===== src/rtl/rate_pkg.sv =====
// Shared constants for the programmable rate dividers.
// Also used directly by single-channel divider users.
package rate_pkg;

  localparam int   RATE_WIDTH    = 28;
  localparam logic MODE_PERIODIC = 1'b0;
  localparam logic MODE_ONESHOT  = 1'b1;

  // Channel-index width; a single-channel bank still gets a 1-bit index.
  function automatic int ch_idx_width(input int n);
    return (n > 1) ? $clog2(n) : 1;
  endfunction

endpackage


===== src/rtl/rate_divider_bank_if.sv =====
// Configuration/strobe bundle between a rate divider bank and its controller.
interface rate_divider_bank_if #(
  parameter int WIDTH    = rate_pkg::RATE_WIDTH,
  parameter int CHANNELS = 4
);

  localparam int CH_W = rate_pkg::ch_idx_width(CHANNELS);

  logic [CHANNELS-1:0] enable;
  logic                load;
  logic [CH_W-1:0]     load_ch;
  logic [WIDTH-1:0]    load_max;
  logic                load_mode;
  logic                sync;
  logic [CHANNELS-1:0] tick;
  logic [CHANNELS-1:0] armed;

  modport master (
    output enable, load, load_ch, load_max, load_mode, sync,
    input  tick, armed
  );

  modport slave (
    input  enable, load, load_ch, load_max, load_mode, sync,
    output tick, armed
  );

endinterface


===== src/rtl/rate_channel.sv =====
// One tick-generator slice: counter, terminal value, mode and armed flag.
// Counts enabled clocks up to max and emits a registered one-cycle tick.
module rate_channel
  import rate_pkg::*;
#(
  parameter int               WIDTH     = RATE_WIDTH,
  parameter logic [WIDTH-1:0] RESET_MAX = '0
) (
  input  logic             clock,
  input  logic             clear,
  input  logic             load_hit,
  input  logic [WIDTH-1:0] load_max,
  input  logic             load_mode,
  input  logic             sync,
  input  logic             enable,
  output logic             tick,
  output logic             armed
);

  logic [WIDTH-1:0] counter_reg, counter_next;
  logic [WIDTH-1:0] max_reg, max_next;
  logic             mode_reg, mode_next;
  logic             armed_reg, armed_next;
  logic             tick_reg, tick_next;

  always_ff @(posedge clock or negedge clear) begin
    if (!clear) begin
      counter_reg <= '0;
      max_reg     <= RESET_MAX;
      mode_reg    <= MODE_PERIODIC;
      armed_reg   <= 1'b1;
      tick_reg    <= 1'b0;
    end else begin
      counter_reg <= counter_next;
      max_reg     <= max_next;
      mode_reg    <= mode_next;
      armed_reg   <= armed_next;
      tick_reg    <= tick_next;
    end
  end

  // Tick is checked before increment, so max = all-ones never wraps the counter.
  always_comb begin
    counter_next = counter_reg;
    max_next     = max_reg;
    mode_next    = mode_reg;
    armed_next   = armed_reg;
    tick_next    = 1'b0;
    if (load_hit) begin
      max_next     = load_max;
      mode_next    = load_mode;
      counter_next = '0;
      armed_next   = 1'b1;
    end else if (sync) begin
      counter_next = '0;
    end else if (!enable) begin
      counter_next = counter_reg;
    end else if (!armed_reg) begin
      counter_next = '0;
    end else if (counter_reg == max_reg) begin
      tick_next    = 1'b1;
      counter_next = '0;
      if (mode_reg == MODE_ONESHOT) begin
        armed_next = 1'b0;
      end
    end else begin
      counter_next = counter_reg + WIDTH'(1);
    end
  end

  assign tick  = tick_reg;
  assign armed = armed_reg;

endmodule


===== src/rtl/rate_divider_bank.sv =====
// Bank of independent programmable tick generators with shared load port
// and global phase sync; this level only decodes the load channel index.
module rate_divider_bank
  import rate_pkg::*;
#(
  parameter int               WIDTH     = RATE_WIDTH,
  parameter int               CHANNELS  = 4,
  parameter logic [WIDTH-1:0] RESET_MAX = '0
) (
  input  logic                clock,
  input  logic                clear,
  rate_divider_bank_if.slave  bus
);

  localparam int CH_W = ch_idx_width(CHANNELS);

  logic [CHANNELS-1:0] load_hit;
  logic [CHANNELS-1:0] tick_w;
  logic [CHANNELS-1:0] armed_w;

  genvar gi;
  generate
    for (gi = 0; gi < CHANNELS; gi++) begin : g_ch
      // Indices at or beyond CHANNELS match no slice, so such loads are dropped.
      assign load_hit[gi] = bus.load && (bus.load_ch == CH_W'(gi));

      rate_channel #(
        .WIDTH     (WIDTH),
        .RESET_MAX (RESET_MAX)
      ) u_channel (
        .clock     (clock),
        .clear     (clear),
        .load_hit  (load_hit[gi]),
        .load_max  (bus.load_max),
        .load_mode (bus.load_mode),
        .sync      (bus.sync),
        .enable    (bus.enable[gi]),
        .tick      (tick_w[gi]),
        .armed     (armed_w[gi])
      );
    end
  endgenerate

  assign bus.tick  = tick_w;
  assign bus.armed = armed_w;

endmodule


===== src/flat_wrapper.sv =====
// flat-port wrapper written by rule: the top's interface ports become plain ports
module rate_divider_bank_flat import rate_pkg::*;
#(
  parameter int               WIDTH     = RATE_WIDTH,
  parameter int               CHANNELS  = 4,
  parameter logic [WIDTH-1:0] RESET_MAX = '0
)
  (clock, clear, bus_enable, bus_load, bus_load_ch, bus_load_max, bus_load_mode, bus_sync, bus_tick, bus_armed);
  rate_divider_bank_if #(.WIDTH(WIDTH), .CHANNELS(CHANNELS)) bus_i ();
  input  logic clock;
  input  logic clear;
  input wire logic [$bits(bus_i.enable)-1:0] bus_enable;
  input wire logic [$bits(bus_i.load)-1:0] bus_load;
  input wire logic [$bits(bus_i.load_ch)-1:0] bus_load_ch;
  input wire logic [$bits(bus_i.load_max)-1:0] bus_load_max;
  input wire logic [$bits(bus_i.load_mode)-1:0] bus_load_mode;
  input wire logic [$bits(bus_i.sync)-1:0] bus_sync;
  output wire logic [$bits(bus_i.tick)-1:0] bus_tick;
  output wire logic [$bits(bus_i.armed)-1:0] bus_armed;
  assign bus_i.enable = bus_enable;
  assign bus_i.load = bus_load;
  assign bus_i.load_ch = bus_load_ch;
  assign bus_i.load_max = bus_load_max;
  assign bus_i.load_mode = bus_load_mode;
  assign bus_i.sync = bus_sync;
  assign bus_tick = bus_i.tick;
  assign bus_armed = bus_i.armed;
  rate_divider_bank #(.WIDTH(WIDTH), .CHANNELS(CHANNELS), .RESET_MAX(RESET_MAX)) u_core (.clock(clock), .clear(clear), .bus(bus_i));
endmodule

===== config.mk =====
export PLATFORM = sky130hd
export DESIGN_NAME = rate_divider_bank_flat
export DESIGN_NICKNAME = d
export VERILOG_FILES = /design/src/rtl/rate_pkg.sv /design/src/rtl/rate_divider_bank_if.sv /design/src/rtl/rate_channel.sv /design/src/rtl/rate_divider_bank.sv /design/src/flat_wrapper.sv
export SDC_FILE = /design/constraint.sdc
export NUM_CORES = 1
export LEC_CHECK = 0
export CAP_MARGIN = 5
export CORE_AREA = 2 2 184 186
export CTS_BUF_LIST = sky130_fd_sc_hd__clkbuf_2 sky130_fd_sc_hd__clkbuf_4 sky130_fd_sc_hd__clkbuf_8
export DETAILED_ROUTE_END_ITERATION = 6
export DIE_AREA = 0 0 186 188
export PLACE_DENSITY_LB_ADDON = 0.12
export REMOVE_ABC_BUFFERS = 1
export SETUP_SLACK_MARGIN = 0.4
export SYNTH_ARGS = -nofsm -noshare
export SYNTH_HDL_FRONTEND = slang
export SYNTH_SLANG_ARGS = --single-unit

===== constraint.sdc =====
create_clock -name clock -period 4.99 [get_ports clock]
set_clock_uncertainty 0.2 [all_clocks]
set_input_delay 0.998 -clock clock [delete_from_list [all_inputs] [get_ports clock]]
set_output_delay 0.998 -clock clock [all_outputs]
set_load 0.01 [all_outputs]

======== After elaboration in Yosys (flattened, before gate mapping) ========
Cells that the tools add are included.
word-level totals
  register bits after elaboration ......... 236
  input bits .............................. 39
cells by class
  $add $sub $neg .......................... 4
  eq/ne operators ......................... 11
  mux-type cells .......................... 64
  reduce and logical (&&, ||, !) cells .... 17
operators with widths
  kind                                                                    count
  28-bit two-way mux                                                      20
  28-bit by 1-bit adder with 28-bit output (second input constant)        4
  28-bit equality test                                                    4
  1-bit two-way mux                                                       44
  3-bit nonzero test                                                      4
  2-bit by 1-bit != test with 1-bit output (second input constant)        4
  2-bit AND reduction                                                     4
  2-bit nonzero test                                                      4
  2-bit equality test (second input constant)                             2
  1-bit logical AND                                                       4
  2-bit by 1-bit equality test with 1-bit output (second input constant)  1
  2-bit logical NOT                                                       1

======== Depth between registers and ports, before layout ========
Gate-level depths: netlist of run 1.
  depth after elaboration ................. 6
  gate-level depth with buffers ........... 8

======== By module ========
From an unflattened synthesis of run 1, not the netlist that was laid out.
unflattened totals
  cells, all modules ...................... 1059
  area total of the unflattened synthesis .. 11928.9 um^2
modules (own cells, without submodules)
  module                                        times used  cells an instance  area an instance (um^2)  sequential area each (um^2)
  rate_channel at u_core.g_ch[1].u_channel ...  2           263                2966.6                   1477.7
  rate_channel at u_core.g_ch[0].u_channel      1           262                2992.9                   1477.7
  rate_channel at u_core.g_ch[3].u_channel      1           267                2965.3                   1477.7
  rate_divider_bank                             1           4                  37.5                     0.0

======== Least setup slack after synthesis of run 1 ========
Ideal clock, no wire load.
  kind .................................... input-to-reg
  start point ............................. input port bus_load
  end point ............................... register u_core.g_ch[1].u_channel.counter_reg[18]
  arrival time ............................ 2.241 ns
  data required time ...................... 4.680 ns
  setup slack ............................. 2.439 ns
  stages .................................. 8
  cells stage by stage .................... and3b_1 > clkbuf_1 > nor2_1 > nand2_1 > a21oi_4 > nand2_2 > buf_2 > o41ai_1
on the way
  cells in the longest elaborated chain, start to end .. 2
  elaborated cells between the ends (all ways) .. 3
  classes of those cells .................. 1 x mux; 2 x reduce/logical
ends and longest elaborated chain
  element                                                             RTL line                 RTL
  start: declaration                                                  flat_wrapper.sv:13       input wire logic [$bits(bus_i.load)-1:0] bus_load;
  1-bit logical AND *                                                 rate_divider_bank.sv:25  assign load_hit[gi] = bus.load && (bus.load_ch == CH_W'(gi));
  3-bit nonzero test (no line) or 28-bit two-way mux (tied branches)  n/a
  end signal: assignment                                              rate_channel.sv:34       counter_reg <= counter_next;
  end: declaration                                                    rate_channel.sv:20       logic [WIDTH-1:0] counter_reg, counter_next;
Mark *: on every way between the ends. The rest lies on a longest branch, timed or not.
A chain may end at the register's enable or synchronous reset.

======== Final worst setup path of run 1 ========
  start point ............................. input port bus_sync
  end point ............................... register u_core.g_ch[0].u_channel.counter_reg[5]
on the way
  cells in the longest elaborated chain, start to end .. 2
  elaborated cells between the ends (all ways) .. 3
  classes of those cells .................. 2 x mux; 1 x reduce/logical
ends and longest elaborated chain
  element                 RTL line            RTL
  start: declaration      flat_wrapper.sv:17  input wire logic [$bits(bus_i.sync)-1:0] bus_sync;
  28-bit two-way mux      rate_channel.sv:54  end else if (sync) begin
  28-bit two-way mux      rate_channel.sv:49  if (load_hit) begin
  end signal: assignment  rate_channel.sv:34
  end: declaration        rate_channel.sv:20
Several ways; a longest one is shown, not always the timed one.

==> results of run 1 <==
## metal layers
layer	vias up	track usage [%]	share of wire, %
met2	148	31.8	47
met3	32	3.30	3.7
met4	0	3.94	1.1
met1	4681	29.2	48
met5	-	0	0
li1	4505	-	-
## final timing paths
| path | startpoint | endpoint | slack (ns) | cells after the start |
|---|---|---|---|---|
| setup / recovery | bus_sync | u_core.g_ch[0].u_channel.counter_reg[5]$_DFFE_PN0P_ | 1.37 | 6 |
| hold / removal | clear | u_core.g_ch[2].u_channel.counter_reg[19]$_DFFE_PN0P_ | 0.26 | 1 |
| setup reg to reg | u_core.g_ch[0].u_channel.counter_reg[6]$_DFFE_PN0P_ | u_core.g_ch[0].u_channel.counter_reg[5]$_DFFE_PN0P_ | 1.84 | 7 |
| hold reg to reg | u_core.g_ch[2].u_channel.max_reg[2]$_DFFE_PN0P_ | u_core.g_ch[2].u_channel.max_reg[2]$_DFFE_PN0P_ | 0.30 | 2 |
| max in group asynchronous | clear | u_core.g_ch[3].u_channel.counter_reg[19]$_DFFE_PN0P_ | 3.36 | 2 |
| min in group clock | u_core.g_ch[2].u_channel.max_reg[2]$_DFFE_PN0P_ | u_core.g_ch[2].u_channel.max_reg[2]$_DFFE_PN0P_ | 0.30 | 2 |
## worst register-to-register path: stages, from the launching register on
cell      delay [ns]
dfrtp_1         0.50
xnor2_1         0.21
nand4_1         0.13
nor4_1          0.55
a21boi_2        0.11
buf_4           0.26
nand2_1         0.75
o311ai_0        0.27
## cell type report
| type | instances | share of cell area [%] |
|---|---|---|
| well taps | 448 | 3.98 |
| multi-input cells | 893 | 42.7 |
| repair buffers | 63 | 4.30 |
| clock buffers | 75 | 6.66 |
| inverters | 9 | 0.240 |
| clock inverters | 5 | 0.178 |
| flip-flops and latches | 236 | 41.9 |
## cell families (layout without fill, tap and decap cells)
| kind of cell | Yosys count | after routing | synth area share [%] |
|---|---|---|---|
| AND/OR/NAND/NOR | 542 | 542 | 22.6 |
| flip-flops | 236 | 236 | 47.9 |
| AO/OA/AOI/OAI | 148 | 148 | 9.78 |
| XOR/XNOR | 112 | 112 | 7.94 |
| buffers and inverters | 94 | 152 | 3.52 |
| multiplexers | 87 | 87 | 7.93 |
| adder cells (fa/ha/maj) | 4 | 4 | 0.405 |
## cells in the final DEF (no fill, tap or decap), types with 28 or more instances in the layout
| cell type | Yosys | layout |
|---|---|---|
| mux2_2 | 87 | 87 |
| clkdlybuf4s50_1 | 0 | 45 |
| xnor2_1 | 84 | 84 |
| nand3_1 | 108 | 108 |
| clkbuf_8 | 0 | 60 |
| xor2_1 | 28 | 28 |
| nand2_1 | 216 | 216 |
| o311ai_0 | 33 | 33 |
| dfrtp_1 | 232 | 232 |
| nand4_1 | 54 | 54 |
## cells in the mapped netlist (3+ instances only)
master	number
and4_1	10
nand3_1	108
o211ai_1	8
or3_1	6
xnor2_1	84
dfstp_2	4
nor3b_1	5
a211o_1	3
clkbuf_2	8
o311ai_0	33
or2_2	7
buf_2	27
nor4_4	4
dfrtp_1	232
o311ai_1	27
and2_1	20
nand4b_1	5
nand3_2	5
ha_1	4
a21o_1	6
a31oi_1	13
o31ai_1	8
a221o_1	8
xor2_1	28
o21ai_0	9
inv_1	9
buf_4	8
nand2_1	216
and3_1	26
nor3_2	4
a21oi_1	5
nand2b_1	6
clkbuf_1	35
nor2_1	28
buf_1	6
mux2_2	87
nor4_1	10
nand4_1	54
nor3_1	17
o41ai_1	5
a22o_1	4
## power groups by stage
stage | registers [mW] | clock network, mW | logic (mW)
after floorplan | 2.22 | 0 | 0.365
after global placement | 2.27 | 0 | 0.563
after detailed placement | 2.27 | 0 | 0.571
after CTS | 2.24 | 2.07 | 0.574
after global routing | 2.26 | 2.17 | 0.620
final | 2.24 | 2.02 | 0.563
## through the flow
step                      power, mW  instance area [µm²]  setup slack (ns)
after floorplan                2.59                11900            -0.372
after global placement         2.83                13100              1.02
after detailed placement       2.84                13100             0.870
after CTS                      4.88                14100              1.44
after global routing           5.05                14100              1.24
final                          4.82                14100              1.37
==> flow_summary.ini, run 1 <==
[yosys]
synth_edf_count = 0
ys_seq_area_share_pct = 47.9
yosysTopAreaCell = dfrtp_1
synth_top_flop_cell = dfrtp_1
netlist.area_leader.share_pct = 47.0
syn_area_mm2 = 0.0123
async_flop_share_pct = 100
syn_avg_cell_area_um2 = 10.1
yosysWarnings = 0
syn-instance-count = 1223
synth_cell_types = 64
ys_ff_latch = 236
ys_top_cells_by_area = dfrtp_1, mux2_2, nand2_1

[sta]
slew_headroom_pct = 38.9
fmax_mhz = 276
fin_setup_tns_ns = 0
holdWs_ns = 0.255
period_needed_ns = 3.62
rsz0062_at_grt = false
period_share_pct = 72.6
hold_violations = 0
worstMarginPinSlew_ns = 0.914
setup_viol = 0
slew_viol_final = 0

[pwr]
combPwrFrac_pct = 11.7
intPower_mw = 3.55
p_clk_share_pct = 42.0
p_seq_share_pct = 46.3
p_sw_mw = 1.27
swShare_pct = 26.4
vdd_drop_max_v = 0.000177
p_leak_nw = 5.68
power_density_mw_per_mm2 = 342

[routing]
vias_per_cell = 5.42
first_pass_iters = 5
ant_nets = 0
totalWireLength_um = 34500
drc = 0
detailedRoute.firstIterationViolations = 683
vias = 9366
post_drt_wl_per_cell_um = 19.9

[cells_and_area]
drive_above_1_share_pct = 17.6
diodes = 0
layout.cells.non_filler = 1729
multi_input_area_mm2 = 0.00602
nets = 1290
fillers = 3243
syn2layout_area_growth_pct = 14.1
seq_area_mm2 = 0.00591
post-route-util_pct = 42.6

[grt]
overflow = 0
grt_max_degree = 95
grt_pass1_wl_um = 54400
grtUsageTotal_pct = 20.1
antenna_found_initial = 0
grt_pass1_vias = 9162

[critical_path]
critPathTopFamily = buffers and inverters
cp_max_fo = 31
slowest_delay_ns = 0.66
cp_slowest_cell = clkdlybuf4s50_1
cp_cell_sequence = clkdlybuf4s50_1, nor3b_1, a21boi_2, buf_4, nand2_1, o311ai_0
arrival_ns = 3.83
required_ns = 5.20
worst-path-buf-inv = 2
cp-end-kind = flop
critPathKind = in -> reg
critPathLaunchType = input pin

[floorplan]
die_height_um = 188
fp.dieW_um = 186
io_pins = 47
initial_core_util_pct = 37.3
die_area_mm2 = 0.0350
core.rowCount = 67
core_region_area_mm2 = 0.0331

[clocking]
cts_tree = yes
htree_levels = 2
cts_setup_buffers = 0
clk_latency_ns = 0.56
cts-buffers-inserted = 44
clock-sinks = 236
ctsResizeCount = 0
clk_pin_slew_ns = 0.06
holdBufCountCts = 0
clock_path_buffers = 3
cts_root_buffer = clkbuf_8

[job]
drv_cap = 0

[status]
status = complete, no violations

[hold_path]
hold_path_class = in -> async

[place]
place_inst = 1649
gp_congestion = 0.776
portBuffers = 46
dp_hpwl_um = 23300
Power figures use the tool's default switching activity.
==> run 2: changes to the inputs <==
clock period = 3.4 ns   (was 4.99 ns; I/O delays follow)
==> flow_summary.ini, run 2 (same netlist as run 1, synthesis figures left out) <==
[routing]
detailedRoute.firstIterationViolations = 538
post_drt_wl_per_cell_um = 19.7
totalWireLength_um = 34300
vias_per_cell = 5.44
first_pass_iters = 4
ant_nets = 0
drc = 0
vias = 9481

[grt]
antenna_found_initial = 0
grt_pass1_vias = 9400
grt_pass1_wl_um = 54800
grtUsageTotal_pct = 20.2
grt_max_degree = 64
overflow = 0

[place]
portBuffers = 46
dp_slack_ns = 0.299
post_dp_cell_area_mm2 = 0.0132
gp_congestion = 0.778
dp_hpwl_um = 23600

[sta]
fmax_mhz = 375
period_needed_ns = 2.67
hold_violations = 0
setup_ws_ns = 0.732
rsz0062_at_grt = false
slew_headroom_pct = 25.2
period_share_pct = 78.5
worstMarginPinSlew_ns = 1.12
setup_viol = 0
slew_viol_final = 0

[floorplan]
fp.dieW_um = 186
die_area_mm2 = 0.0350
core.rowCount = 67
initial_core_util_pct = 37.3
die_height_um = 188
core_region_area_mm2 = 0.0331
io_pins = 47

[hold_path]
holdCritStartpoint = u_core.g_ch[2].u_channel.mode_reg$_DFFE_PN0P_
hold_path_class = reg -> reg
min_delay_worst_endpoint = u_core.g_ch[2].u_channel.mode_reg$_DFFE_PN0P_
hold_depth = 2

[clocking]
clk_latency_ns = 0.56
clock-sinks = 236
cts_root_buffer = clkbuf_8
htree_levels = 2
cts-buffers-inserted = 45
clk_pin_slew_ns = 0.06
cts_tree = yes
cts_setup_buffers = 0
clock_path_buffers = 3
ctsResizeCount = 0

[cells_and_area]
syn2layout_area_growth_pct = 15.2
diodes = 0
final_cell_area_mm2 = 0.0142
nets = 1303
mostFrequentLayoutCells = dfrtp_1, nand2_1, nand3_1
layout_commonest_cell = dfrtp_1
drive_above_1_share_pct = 18.5

[pwr]
p_leak_nw = 5.76
power_density_mw_per_mm2 = 503
vdd_drop_max_v = 0.000220

[critical_path]
critPathLaunchType = flop
critPathKind = reg -> reg
cp_cell_sequence = xor2_1, nor4_1, nand4_1, o21a_1, buf_4, and4_1, a211o_1
reg2regPathDepth = 7
r2r_start = u_core.g_ch[2].u_channel.counter_reg[19]$_DFFE_PN0P_
cp_slowest_cell = nor4_1
arrival_ns = 2.92
slowest_delay_ns = 0.54
cp_max_fo = 22
cp-end-kind = flop
r2r_end = u_core.g_ch[2].u_channel.counter_reg[21]$_DFFE_PN0P_
required_ns = 3.65
r2r_slack_ns = 0.73

[job]
drv_cap = 0

[status]
status = complete, no violations
-- run 2: critical path, delay by kind of cell, from the launching register on --
| kind | cells | cell delay (ns) |
|---|---|---|
| AO/OA/AOI/OAI | 2 | 0.48 |
| buffers and inverters | 1 | 0.21 |
| XOR/XNOR | 1 | 0.19 |
| AND/OR/NAND/NOR | 3 | 1.01 |
| flip-flops | 1 | 0.46 |
-- run 2: final cells by class --
cell class / count / area (µm²)
Timing Repair Buffer: 75 / 711
Fill cell: 3264 / 18900
Clock inverter: 9 / 47.5
Sequential cell: 236 / 5910
Tap cell: 448 / 561
Multi-Input combinational cell: 893 / 6020
Clock buffer: 74 / 943
Inverter: 9 / 33.8
-- run 2: worst max-delay path by stage --
stage | to | depth (start not counted) | slack, ns | start
final | u_core.g_ch[2].u_channel.counter_reg[21]$_DFFE_PN0P_ | 7 | 0.73 | u_core.g_ch[2].u_channel.counter_reg[19]$_DFFE_PN0P_
after global routing | u_core.g_ch[2].u_channel.counter_reg[25]$_DFFE_PN0P_ | 7 | 0.56 | u_core.g_ch[2].u_channel.counter_reg[9]$_DFFE_PN0P_
after CTS | u_core.g_ch[2].u_channel.counter_reg[21]$_DFFE_PN0P_ | 7 | 0.71 | u_core.g_ch[2].u_channel.counter_reg[19]$_DFFE_PN0P_
after detailed placement | u_core.g_ch[0].u_channel.counter_reg[2]$_DFFE_PN0P_ | 5 | 0.30 | bus_sync
after global placement | u_core.g_ch[0].u_channel.counter_reg[22]$_DFFE_PN0P_ | 5 | 0.28 | bus_sync
after floorplan | u_core.g_ch[0].u_channel.counter_reg[17]$_DFFE_PN0P_ | 5 | -1.64 | bus_load_ch[1]
-- run 2: what timing repair did --
item	CTS	global route
hold buffers	1	0
endpoints found under the setup margin	0	0
hold endpoints to repair	57	0
-- run 2: per-stage QoR --
stage	TNS [ns]	power [mW]	util, %	std cells	hold WS [ns]
after floorplan	-50.52	3.80	-	1138	0.184
after global placement	0	4.17	39.9	1660	0.276
after detailed placement	0	4.18	39.9	1660	0.270
after CTS	0	7.26	43.0	1744	0.290
after global routing	0	7.50	43.0	1744	0.303
final	0	7.15	43.0	1744	0.289
-- run 2: layer usage --
| metal | routed length (µm) | vias to the layer above | GRT usage [%] |
|---|---|---|---|
| li1 | - | 4519 | - |
| met1 | 16400 | 4737 | 29.0 |
| met2 | 16000 | 178 | 31.8 |
| met3 | 1240 | 47 | 3.07 |
| met4 | 677 | 0 | 5.09 |
| met5 | 0 | - | 0 |
-- run 2: report_power, final --
group	total, mW	leakage, nW	switching (mW)	internal (mW)
Sequential	3.28	3.05	0.209	3.07
Clock	3.04	0.532	1.28	1.75
Combinational	0.835	2.17	0.417	0.418
==> run 3: changes to the inputs <==
clock period = 2.5 ns   (was 3.4 ns; I/O delays follow)
==> flow_summary.ini, run 3 (same netlist as run 1, synthesis figures left out) <==
[routing]
vias = 10253
first_pass_iters = 6
post_drt_wl_per_cell_um = 20.3
drc = 0
totalWireLength_um = 38300
detailedRoute.firstIterationViolations = 719
ant_nets = 0
vias_per_cell = 5.42

[sta]
worstMarginPinSlew_ns = 0.805
setup_ws_ns = 0.0858
hold_violations = 0
slew_viol_final = 0
slew_headroom_pct = 46.2
rsz0062_at_grt = true
period_needed_ns = 2.41
fmax_mhz = 414
setup_viol = 0
period_share_pct = 96.6

[clocking]
clock-sinks = 236
clock_path_buffers = 3
htree_levels = 2
clk_pin_slew_ns = 0.05
cts-buffers-inserted = 45
cts_root_buffer = clkbuf_8
clk_latency_ns = 0.56
cts_tree = yes

[critical_path]
cp_cell_sequence = xor2_1, nor4_2, buf_4, nand4_1, o21a_2, buf_6, and2_4, a22o_1
reg2regPathDepth = 8
cp-end-kind = flop
slowest_delay_ns = 0.40
required_ns = 2.74
critPathTopFamily = simple AND/OR/NAND/NOR gates
cp.depth = 8
critPathLaunchType = flop
cp_slowest_cell = dfrtp_1
cp_max_fo = 5
arrival_ns = 2.65
critPathKind = reg -> reg
worst-path-buf-inv = 2

[status]
status = complete, no violations

[place]
portBuffers = 46
dp_slack_ns = -0.411
post_dp_cell_area_mm2 = 0.0139
gp_congestion = 0.818
place_inst = 1740
dp_hpwl_um = 24600

[cells_and_area]
layout.cells.non_filler = 1891
drive_above_1_share_pct = 40.1
fillers = 2976
mostFrequentLayoutCells = nand2_1, dfrtp_1, buf_4
layout_commonest_cell = nand2_1
syn2layout_area_growth_pct = 37.9
post-route-util_pct = 51.4
diodes = 0
final_cell_area_mm2 = 0.0170
nets = 1451

[floorplan]
core_region_area_mm2 = 0.0331
initial_core_util_pct = 37.3
die_height_um = 188
fp.dieW_um = 186
core.rowCount = 67
io_pins = 47
die_area_mm2 = 0.0350

[pwr]
finalPower_mw = 10.4
p_leak_nw = 6.98
vdd_drop_max_v = 0.000320
power_density_mw_per_mm2 = 608

[hold_path]
hold_path_class = in -> async

[job]
drv_cap = 0

[grt]
grt_max_degree = 56
grt_pass1_wl_um = 56800
grt_pass1_vias = 9738
grtUsageTotal_pct = 21.0
overflow = 0
antenna_found_initial = 0
## run 3: changes by cell type in the layout (fill, tap and decap cells not counted), sizes merged
cell           before  now
clkbuf             74   77
bufinv              0    3
dlygate4sd2         0    4
dlymetal6s2s        0    2
clkinvlp            1    2
clkdlybuf4s50      45   35
buf                29  173
clkdlybuf4s15       0    1
clkinv              8    7
## run 3: stage by stage
| stage | setup TNS, ns | hold slack (ns) |
|---|---|---|
| after detailed placement | -20.39 | 0.222 |
| after floorplan | -124.27 | 0.00441 |
| after global placement | -19.69 | 0.227 |
| after global routing | 0 | 0.244 |
| final | 0 | 0.225 |
| after CTS | 0 | 0.217 |
## run 3: where the power goes
part           total [mW]  leakage [nW]  switching [mW]  internal (mW)
registers            4.48          2.99           0.302           4.18
logic                1.50          3.45           0.699          0.798
clock network        4.38         0.550            1.76           2.62
total                10.4          6.98            2.76           7.60
## run 3: final timing paths
check	slack (ns)	endpoint	start
hold / removal	0.22	u_core.g_ch[2].u_channel.counter_reg[17]$_DFFE_PN0P_	clear
hold reg to reg	0.29	u_core.g_ch[2].u_channel.mode_reg$_DFFE_PN0P_	u_core.g_ch[2].u_channel.mode_reg$_DFFE_PN0P_
min in group clock	0.29	u_core.g_ch[2].u_channel.mode_reg$_DFFE_PN0P_	u_core.g_ch[2].u_channel.mode_reg$_DFFE_PN0P_
setup reg to reg	0.09	u_core.g_ch[2].u_channel.counter_reg[1]$_DFFE_PN0P_	u_core.g_ch[2].u_channel.counter_reg[23]$_DFFE_PN0P_
max in group asynchronous	1.13	u_core.g_ch[2].u_channel.armed$_DFFE_PN1P_	clear
setup / recovery	0.09	u_core.g_ch[2].u_channel.counter_reg[1]$_DFFE_PN0P_	u_core.g_ch[2].u_channel.counter_reg[23]$_DFFE_PN0P_
## run 3: timing repair
action,in CTS,in global routing
setup buffers,24,31
setup endpoints to repair,119,113
resized for setup,100,235
hold buffers,1,0
endpoints found under the hold margin,82,0
cloned,3,10
pin swaps,41,92
## run 3: area by class of cell
cell class / instances / area, µm² / area share (%)
clock inverter: 12 / 140 / 0.823
inverter: 9 / 33.8 / 0.198
multi-input combinational: 893 / 7180 / 42.2
clock buffer: 70 / 907 / 5.33
timing repair buffer: 223 / 2250 / 13.2
sequential: 236 / 5960 / 35.0
tap: 448 / 561 / 3.29
## run 3: worst reg2reg max path, delay by kind of cell (launching register included)
kind	cells	cell delay [ns]
and+or+nand+nor	3	0.68
xor gates and xnor gates	1	0.18
DFF	1	0.40
AOI/OAI and AO/OA	2	0.51
buffers and inverters	2	0.33
## run 3: routing by layer
metal,vias to the layer above,global-route usage [%],share of wire (%)
li1,4831,-,-
met1,5141,30.3,46
met2,223,33.4,48
met3,58,2.89,3.6
met4,0,5.18,2.0
met5,-,0,0
